==> src/rtl/i2c_txn_arbiter.sv <==
// Round-robin arbiter that shares one I2C master among N_REQ clients, sequencing
// start pulse, address byte and write byte, and returning done/err/read data.
module i2c_txn_arbiter #(
  parameter int N_REQ   = 3,
  parameter int TIMEOUT = 1024,
  parameter int GAP     = 40
) (
  input  logic               clk_i,
  input  logic               rst_i,
  input  logic [N_REQ-1:0]   req_i,
  input  logic [8*N_REQ-1:0] req_addr_i,
  input  logic [8*N_REQ-1:0] req_wdata_i,
  output logic [N_REQ-1:0]   gnt_o,
  output logic [N_REQ-1:0]   done_o,
  output logic [N_REQ-1:0]   err_o,
  output logic [7:0]         rdata_o,
  output logic               m_start_o,
  output logic [7:0]         m_data_o,
  input  logic               m_busy_i,
  input  logic               m_addr_ack_i,
  input  logic               m_nack_i,
  input  logic               m_done_i,
  input  logic [7:0]         m_rx_data_i
);

  localparam int IW = $clog2(N_REQ);
  localparam int TW = $clog2(TIMEOUT);
  localparam int GW = $clog2(GAP + 1);
  localparam logic [TW-1:0] TMO_LAST = TW'(TIMEOUT - 1);
  localparam logic [GW-1:0] GAP_LAST = GW'(GAP - 1);

  typedef enum logic [2:0] {
    S_IDLE  = 3'd0,
    S_START = 3'd1,
    S_ADDR  = 3'd2,
    S_DATA  = 3'd3,
    S_WAIT  = 3'd4,
    S_GAP   = 3'd5
  } state_t;

  state_t           state_q, state_d;
  logic [N_REQ-1:0] gnt_q, gnt_d, done_q, done_d, err_q, err_d;
  logic [7:0]       rdata_q, rdata_d, m_data_q, m_data_d, addr_q, addr_d, wdata_q, wdata_d;
  logic             m_start_q, m_start_d;
  logic [IW-1:0]    ptr_q, ptr_d, owner_q, owner_d, ptr_next_s, pick_idx_s;
  logic [TW-1:0]    tmo_q, tmo_d;
  logic [GW-1:0]    gap_q, gap_d;
  logic             pick_found_s, fin_ok_s, fin_err_s;
  logic [7:0]       addr_arr_s  [N_REQ];
  logic [7:0]       wdata_arr_s [N_REQ];

  for (genvar g = 0; g < N_REQ; g++) begin : g_unpack
    assign addr_arr_s[g]  = req_addr_i[8*g +: 8];
    assign wdata_arr_s[g] = req_wdata_i[8*g +: 8];
  end

  assign ptr_next_s = (owner_q == IW'(N_REQ - 1)) ? {IW{1'b0}} : owner_q + IW'(1);

  // Round-robin search: first requester at or after the pointer, wrapping.
  always_comb begin
    int unsigned idx_w;
    logic [IW-1:0] idx_s;
    idx_w        = 0;
    idx_s        = {IW{1'b0}};
    pick_found_s = 1'b0;
    pick_idx_s   = {IW{1'b0}};
    for (int k = 0; k < N_REQ; k++) begin
      idx_w        = (int'(ptr_q) + k) % N_REQ;
      idx_s        = IW'(idx_w);
      pick_idx_s   = (req_i[idx_s] && !pick_found_s) ? idx_s : pick_idx_s;
      pick_found_s = pick_found_s | req_i[idx_s];
    end
  end

  // Next-state and output decode for the transaction sequencer.
  always_comb begin
    state_d   = state_q;
    gnt_d     = gnt_q;
    done_d    = {N_REQ{1'b0}};
    err_d     = {N_REQ{1'b0}};
    rdata_d   = rdata_q;
    m_start_d = 1'b0;
    m_data_d  = m_data_q;
    addr_d    = addr_q;
    wdata_d   = wdata_q;
    ptr_d     = ptr_q;
    owner_d   = owner_q;
    tmo_d     = tmo_q;
    gap_d     = gap_q;
    fin_ok_s  = 1'b0;
    fin_err_s = 1'b0;
    case (state_q)
      S_IDLE: begin
        if (pick_found_s && !m_busy_i) begin
          owner_d   = pick_idx_s;
          addr_d    = addr_arr_s[pick_idx_s];
          wdata_d   = wdata_arr_s[pick_idx_s];
          gnt_d     = {{(N_REQ-1){1'b0}}, 1'b1} << pick_idx_s;
          m_start_d = 1'b1;
          m_data_d  = addr_arr_s[pick_idx_s];
          state_d   = S_START;
        end else begin
          state_d = S_IDLE;
        end
      end
      S_START: begin
        tmo_d   = {TW{1'b0}};
        state_d = S_ADDR;
      end
      S_ADDR: begin
        if (m_nack_i) begin
          fin_err_s = 1'b1;
        end else if (m_addr_ack_i) begin
          tmo_d    = {TW{1'b0}};
          state_d  = addr_q[0] ? S_WAIT : S_DATA;
          m_data_d = addr_q[0] ? addr_q : wdata_q;
        end else if (tmo_q == TMO_LAST) begin
          fin_err_s = 1'b1;
        end else begin
          tmo_d = tmo_q + TW'(1);
        end
      end
      S_DATA, S_WAIT: begin
        if (m_nack_i) begin
          fin_err_s = 1'b1;
        end else if (m_done_i) begin
          fin_ok_s = 1'b1;
          rdata_d  = addr_q[0] ? m_rx_data_i : rdata_q;
        end else if (tmo_q == TMO_LAST) begin
          fin_err_s = 1'b1;
        end else begin
          tmo_d = tmo_q + TW'(1);
        end
      end
      S_GAP: begin
        m_data_d = 8'h00;
        if (gap_q == GAP_LAST) begin
          state_d = S_IDLE;
        end else begin
          gap_d = gap_q + GW'(1);
        end
      end
      default: begin
        state_d = S_IDLE;
      end
    endcase
    // Common wrap-up: the one-hot grant doubles as the owner's pulse mask.
    if (fin_ok_s || fin_err_s) begin
      done_d   = fin_ok_s ? gnt_q : {N_REQ{1'b0}};
      err_d    = fin_err_s ? gnt_q : {N_REQ{1'b0}};
      gnt_d    = {N_REQ{1'b0}};
      ptr_d    = ptr_next_s;
      gap_d    = {GW{1'b0}};
      m_data_d = 8'h00;
      state_d  = S_GAP;
    end else begin
      ptr_d = ptr_q;
    end
  end

  // State and output registers with synchronous reset.
  always_ff @(posedge clk_i) begin
    if (rst_i) begin
      state_q   <= S_IDLE;
      gnt_q     <= {N_REQ{1'b0}};
      done_q    <= {N_REQ{1'b0}};
      err_q     <= {N_REQ{1'b0}};
      rdata_q   <= 8'h00;
      m_start_q <= 1'b0;
      m_data_q  <= 8'h00;
      addr_q    <= 8'h00;
      wdata_q   <= 8'h00;
      ptr_q     <= {IW{1'b0}};
      owner_q   <= {IW{1'b0}};
      tmo_q     <= {TW{1'b0}};
      gap_q     <= {GW{1'b0}};
    end else begin
      state_q   <= state_d;
      gnt_q     <= gnt_d;
      done_q    <= done_d;
      err_q     <= err_d;
      rdata_q   <= rdata_d;
      m_start_q <= m_start_d;
      m_data_q  <= m_data_d;
      addr_q    <= addr_d;
      wdata_q   <= wdata_d;
      ptr_q     <= ptr_d;
      owner_q   <= owner_d;
      tmo_q     <= tmo_d;
      gap_q     <= gap_d;
    end
  end

  assign gnt_o     = gnt_q;
  assign done_o    = done_q;
  assign err_o     = err_q;
  assign rdata_o   = rdata_q;
  assign m_start_o = m_start_q;
  assign m_data_o  = m_data_q;

endmodule

==> config.mk <==
export PLATFORM = sky130hd
export DESIGN_NAME = i2c_txn_arbiter
export DESIGN_NICKNAME = d
export VERILOG_FILES = /design/src/rtl/i2c_txn_arbiter.sv
export SDC_FILE = /design/constraint.sdc
export NUM_CORES = 1
export LEC_CHECK = 0
export ABC_AREA = 1
export CAP_MARGIN = 5
export CORE_MARGIN = 3
export CORE_UTILIZATION = 40
export DETAILED_ROUTE_END_ITERATION = 8
export GPL_ROUTABILITY_DRIVEN = 0
export PLACE_DENSITY = 0.72
export RECOVER_POWER = 50
export REMOVE_ABC_BUFFERS = 1
export SLEW_MARGIN = 0
export SYNTH_ARGS = -nofsm -noshare
export SYNTH_HDL_FRONTEND = slang
export SYNTH_SLANG_ARGS = --single-unit
==> constraint.sdc <==
create_clock -name clk_i -period 1.9 [get_ports clk_i]
set_clock_uncertainty 0.1 [all_clocks]
set_input_delay 0.19 -clock clk_i [delete_from_list [all_inputs] [get_ports clk_i]]
set_output_delay 0.19 -clock clk_i [all_outputs]
set_load 0.05 [all_outputs]
==> results.ini, run 1 <==
[die]
initial_core_util=0.423
io_pins=91
coreArea_mm2=0.00842
die_area_mm2=0.0101
die_x_um=100
die_h_um=100
rows=33

[cells_and_area]
regArea_mm2=0.00131
num_antenna_cells=0
fillers=700
finalNetCount=749
multiInputGateArea_mm2=0.00223
layout-drive-gt1-share=0.268
syn_to_final_growth_pct=56.1
utilization=0.661

[worst_setup_path]
path_buf_inv=5
crit_fanout=8
required_ns=2.04
slowest_delay_ns=0.33
critical-path-top-delay-family=buffers and inverters
worstSetupStartpointType=register
ff2ff_path_depth=14
worstSetupPathType=reg2reg
rrSetupSlack_ns=-0.23
arrival_ns=2.27
crit_top_cell=nand2_1
crit_chain=buf_4, ha_4, inv_4, nand2_1, nand3_1, a31oi_2, nand2_8, buf_12, nand2_1, nand2_1, inv_1, nand2_2, o21ai_1, inv_1
r2r-start=ptr_q[0]$_SDFFE_PP0P_
cp-startpoint=ptr_q[0]$_SDFFE_PP0P_
crit_cells=14
r2r-end=addr_q[7]$_SDFFE_PP0N_
cp-endpoint=addr_q[7]$_SDFFE_PP0N_
slowest_stage=dfxtp_2
end_kind=register

[place]
pre_cts_slack_ns=-0.305
port_buffers=90
hpwl_um=7450

[clock_network]
cts_max_level=3
cts.clk_slew.worst_paths_ns=0.07
clockBufferDepth=2
cts-buffers-inserted=9
clock_latency_ns=0.35
cts_tree=yes
postCtsHoldBufs=0
clkSinkCount=65
root_buffer=clkbuf_8

[timing]
max-slew-margin-rel=0.661
period_share=1.12
hold_violations=0
tightest_slew_ns=0.507
rsz0062_at_grt=true
min_period_ns=2.13
slew_viol_final=0
max_freq_ghz=0.468
final.setup.worst_slack_ns=-0.235
finalSetupViolations=34

[power]
power_density_mw_per_mm2=1510
p_leak_nw=2.44
ir_drop_v=0.000830

[grt]
grtUsageTotal=0.212
antenna_found_initial=0
grt_pass1_wl_um=17100
grt_pass1_vias=3876
grt_overflow=0
grt_max_degree=30

[outcome]
outcome=finished, violations left
violations=setup timing

[worst_hold_path]
hp-class=in2reg

[logic_synthesis]
postSynthAreaPerCell_um2=6.63
synth_cell_types=41
synthesis.area_mm2=0.00356
ys_seq_elements=65
synthCells=538
yosys_warnings=0
ys_seq_area_frac=0.365

[drt]
drt_iter0_drc=126
drc_errors=0
drtAntennaViolNets=0
avgViaCountPerCell=5.12
avgRoutedWirePerCell_um=14.2
vias=4043
wl_um=11200
firstDrtPassIters=4

[flow_run]
cap_violations=0

## logic make-up after synthesis
group,count (synthesis),synth area share
compound gates,84,0.135
xor+xnor,5,0.0123
fa+ha+maj,4,0.0140
buf+inv,99,0.118
flops,65,0.365
simple gates,281,0.355
## Yosys cell counts, drive strengths merged
cell type | instances | share of area
nand2 | 163 | 0.18
inv | 84 | 0.089
dfxtp | 65 | 0.37
nand3 | 52 | 0.084
nor2 | 47 | 0.053
a21oi | 34 | 0.048
o21ai | 34 | 0.050
buf | 10 | 0.024
nor3 | 7 | 0.011
nand4 | 6 | 0.011
clkbuf | 5 | 0.0053
o2bb2ai | 5 | 0.012
ha | 4 | 0.014
nor3b | 4 | 0.0098
xor2 | 4 | 0.0098
a211oi | 3 | 0.0077
a31oi | 2 | 0.0035
o211ai | 2 | 0.0056
a21boi | 1 | 0.0021
a22oi | 1 | 0.0021
nand3b | 1 | 0.0021
o21bai | 1 | 0.0021
o22a | 1 | 0.0025
or2 | 1 | 0.0018
xnor2 | 1 | 0.0025
## worst min-delay path by stage
| stage | startpoint | depth (start not counted) | end |
|---|---|---|---|
| final | m_rx_data_i[7] | 3 | rdata_o[7]$_SDFFE_PP0P_ |
| after global routing | m_rx_data_i[7] | 3 | rdata_o[7]$_SDFFE_PP0P_ |
| after CTS | m_rx_data_i[7] | 3 | rdata_o[7]$_SDFFE_PP0P_ |
| after detailed placement | rdata_o[6]$_SDFFE_PP0P_ | 2 | rdata_o[6]$_SDFFE_PP0P_ |
| after global placement | rdata_o[1]$_SDFFE_PP0P_ | 2 | rdata_o[1]$_SDFFE_PP0P_ |
| after floorplan | rst_i | 1 | owner_q[1]$_SDFFE_PP0N_ |
## worst min-delay path, cell delays in order
cell	delay [ns]
clkdlybuf4s50_1	0.40
nand3_1	0.08
a21oi_1	0.06
## metal layers
layer	part of all wire	global-route usage	vias to the layer above	routed length (um)
li1	-	-	2009	-
met1	0.40	0.247	1848	4490
met2	0.50	0.358	159	5630
met3	0.068	0.0486	27	759
met4	0.030	0.116	0	332
met5	0	0	-	0
## area by class of cell
class,instances,share of cell area
clock inverter,4,0.00360
clock buffer,11,0.0254
inverter,84,0.0605
multi-input combinational,377,0.402
timing repair buffer,143,0.250
sequential,65,0.235
tap,105,0.0236
## registers in the layout, summed over array words and instances, names as in the netlist
signal and flops:
done_o 3, m_start_o 1, wdata_q 8, tmo_q 10, addr_q 8, state_q 3, err_o 3, gap_q 6
gnt_o 3, m_data_o 8, ptr_q 2, rdata_o 8, owner_q 2
## per-stage QoR
stage	hold slack [ns]	TNS [ns]	std cells	cell area [um^2]	power, W
final	0.318	-4.14	789	5570	0.00841
after global routing	0.329	-10.12	789	5570	0.00906
after CTS	0.310	-2.21	771	5160	0.00757
after detailed placement	0.353	-8.23	748	4770	0.00599
after global placement	0.348	-4.73	748	4770	0.00591
after floorplan	0.159	-13.22	523	3460	0.00451
## report_power, final
| group | internal (W) | switching (W) | total, W | leakage (nW) |
|---|---|---|---|---|
| Clock | 0.000492 | 0.000518 | 0.00101 | 0.0887 |
| Sequential | 0.00170 | 0.000185 | 0.00189 | 0.532 |
| Combinational | 0.00223 | 0.00328 | 0.00551 | 1.82 |
## timing repair
item	in CTS	in global routing
endpoints found under the setup margin	46	51
gates cloned	2	3
buffers inserted	6	15
pin swaps	12	23
gates resized for setup	46	61
## layout by cell type, fill, tap and decap left out, drive strengths merged, types with 2 or more instances in the layout
master	count
o21ai	34
nor3b	4
inv	83
nor3	7
xor2	4
a211oi	3
nor2	47
clkinv	4
o2bb2ai	5
a31oi	2
dlygate4sd3	8
nand4	6
ha	4
clkdlybuf4s50	81
nand3	54
nand2	164
dfxtp	65
o211ai	2
a21oi	34
clkbuf	14
buf	50
No activity file was read; power rests on OpenSTA's default activity.
==> run 2, diff against run 1 <==
- CORE_MARGIN: 3 -> 5
- PLACE_DENSITY: 0.72 -> 0.69
- clock period: 1.9 -> 2.3 ns (I/O delays scaled with it)
==> run 2 against run 1 <==
  * The flow now finishes without violations
  * Via count down 8.6%
  * Flip-flop and latch count unchanged
  * Global-route usage down 3.4 points
  * Worst hold slack better by 0.039 ns
  * Die area up 8.1%
  * Wire length down 14%
  * Critical path depth up 3
  * First-iteration DRC count up 25%
  * Combinational power down 42%
  * Total power down 32%
  * Sequential power down 16%
==> results.ini, run 2 (synthesized netlist as in run 1, its figures left out) <==
[outcome]
outcome=complete, no violations

[worst_hold_path]
holdPathStages=2  ; -1
worstHoldEndpoint=rdata_o[3]$_SDFFE_PP0P_
hold_start=rdata_o[3]$_SDFFE_PP0P_
hp-class=reg2reg

[cells_and_area]
num_antenna_cells=0  ; unchanged
finalNetCount=706  ; -5.7%
most-common-layout-cells=nand2_1 (154), inv_1 (68), dfxtp_1 (64), clkdlybuf4s50_1 (64), nand3_1 (46)
final_common_cell=nand2_1
largest_reg_flops=10  ; unchanged
fillers=864  ; +23%
top_register=tmo_q
layout-drive-gt1-share=0.109  ; -0.159
syn_to_final_growth_pct=36.4

[die]
die_h_um=104  ; +4.0%
io_pins=91  ; unchanged
coreArea_mm2=0.00872  ; +3.5%
initial_core_util=0.409  ; -0.0145
die_x_um=104  ; +4.0%
rows=34  ; +3.0%
die_area_mm2=0.0109  ; +8.1%

[worst_setup_path]
end_kind=register
crit_chain=inv_1, ha_4, inv_2, nand2_1, nand3_1, nand2_1, nand2_2, inv_4, nand3_2, nand2_4, buf_4, nand2_1, nand2_1, inv_1, nand2_1, nand2_1, a21oi_1
ff2ff_path_depth=17  ; +3
rrSetupSlack_ns=0.21  ; +0.45 ns
slowest_delay_ns=0.35  ; +0.02 ns
worstSetupPathType=reg2reg
r2r-start=ptr_q[0]$_SDFFE_PP0P_
required_ns=2.47  ; +0.43 ns
slowest_stage=dfxtp_2
crit_fanout=10  ; +2
r2r-end=m_data_o[2]$_SDFFE_PP0P_
crit_top_cell=nand2_1
arrival_ns=2.26  ; about the same
worstSetupStartpointType=register

[drt]
firstDrtPassIters=5  ; +1
drc_errors=0  ; unchanged
avgViaCountPerCell=4.93  ; -3.9%
drt_iter0_drc=157  ; +25%
wl_um=9600  ; -14%
avgRoutedWirePerCell_um=12.8  ; -9.9%
drtAntennaViolNets=0  ; unchanged
vias=3694  ; -8.6%

[clock_network]
cts-buffers-inserted=9  ; unchanged
clkSinkCount=65  ; unchanged
root_buffer=clkbuf_8
cts.clk_slew.worst_paths_ns=0.07  ; about the same
cts_max_level=3  ; unchanged
cts_tree=yes
clock_latency_ns=0.34  ; about the same
postCtsHoldBufs=0  ; unchanged
clockBufferDepth=2  ; unchanged

[timing]
max_freq_ghz=0.479  ; +2.2%
max-slew-margin-rel=0.651  ; -0.0104
period_share=0.908  ; -0.215
slew_viol_final=0  ; unchanged
setup_tns_ns=0  ; +4.14 ns
hold_violations=0  ; unchanged
finalSetupViolations=0  ; -100%
tightest_slew_ns=0.522  ; +0.0154 ns
min_period_ns=2.09  ; -0.0459 ns

[place]
hpwl_um=7310  ; -1.9%
port_buffers=90  ; unchanged

[power]
ir_drop_v=0.000490  ; -41%
power_density_mw_per_mm2=1180  ; -22%
p_leak_nw=2.20  ; -9.9%
power_w=0.00576  ; -32%

[grt]
met1_usage=0.222  ; -0.0250
antenna_found_initial=0  ; unchanged
grt_pass1_vias=3641  ; -6.1%
grt.met2_usage=0.293  ; -0.0646
grt_pass1_wl_um=16400  ; -4.0%
grt_max_degree=26  ; -13%
grt_busiest_layer=met2
grtUsageTotal=0.178  ; -0.0342
use_met3=0.0497  ; +0.00101
grt_overflow=0  ; unchanged

[flow_run]
cap_violations=0  ; unchanged

[run 2: power breakdown]
group	total (W)	leakage (nW)	internal, W	switching [W]
registers	0.00158	0.530	0.00140	0.000178
logic	0.00321	1.58	0.00114	0.00207
clock network	0.000964	0.0974	0.000529	0.000435
[run 2: metrics by stage]
| stage | setup slack (ns) | cell area [um^2] | hold slack (ns) | cells | utilization |
|---|---|---|---|---|---|
| finish | 0.211 | 4860 | 0.358 | 750 | 0.558 |
| global route | -0.0114 | 4860 | 0.372 | 750 | 0.558 |
| CTS | 0.0546 | 4810 | 0.360 | 749 | 0.552 |
| detailed placement | 0.0760 | 4620 | 0.352 | 733 | 0.530 |
| global placement | 0.128 | 4620 | 0.348 | 733 | 0.530 |
| floorplan | -0.346 | 3460 | 0.199 | 523 | - |
[run 2: how the worst max path moves through the flow]
stage	startpoint	end	slack, ns	cells after the start
finish	ptr_q[0]$_SDFFE_PP0P_	m_data_o[2]$_SDFFE_PP0P_	0.21	17
global route	ptr_q[0]$_SDFFE_PP0P_	addr_q[7]$_SDFFE_PP0N_	-0.01	16
global placement	ptr_q[0]$_SDFFE_PP0P_	state_q[0]$_SDFFE_PP0P_	0.13	15
CTS	ptr_q[0]$_SDFFE_PP0P_	state_q[0]$_SDFFE_PP0P_	0.05	15
detailed placement	ptr_q[0]$_SDFFE_PP0P_	state_q[0]$_SDFFE_PP0P_	0.08	15
floorplan	ptr_q[0]$_SDFFE_PP0P_	state_q[0]$_SDFFE_PP0P_	-0.35	15
[run 2: routing by layer]
metal / part of all wire / up-vias
met5: 0 / -
met4: 0.012 / 0
met3: 0.071 / 10
met2: 0.48 / 114
met1: 0.44 / 1660
li1: - / 1910
[run 2: cell type report]
class                           instances  area [um^2]  area share
Multi-Input combinational cell        374         1880       0.387
Sequential cell                        65         1300       0.268
Timing Repair Buffer                  103         1040       0.213
Inverter                               84          318      0.0654
Clock buffer                           13          149      0.0306
Tap cell                              108          135      0.0278
Clock inverter                          3         40.0     0.00823
[run 2: worst max-delay path, delay by kind of cell, from the launching register on]
kind	cells	cell delay (ns)
DFF	1	0.35
adders and majority gates	1	0.32
and+or+nand+nor	10	0.72
buffers and inverters	5	0.42
AOI/OAI and AO/OA	1	0.12
[run 2: repair_timing]
action                     in CTS  in global routing
setup endpoints to repair       0                 42
buffers inserted                0                  1
gates resized for setup         0                 11
==> run 3, diff against run 2 <==
- HOLD_SLACK_MARGIN: unset -> 0.08
==> results of run 3 <==
Same layout as run 2: the final DEF is identical, and so are final timing and power.
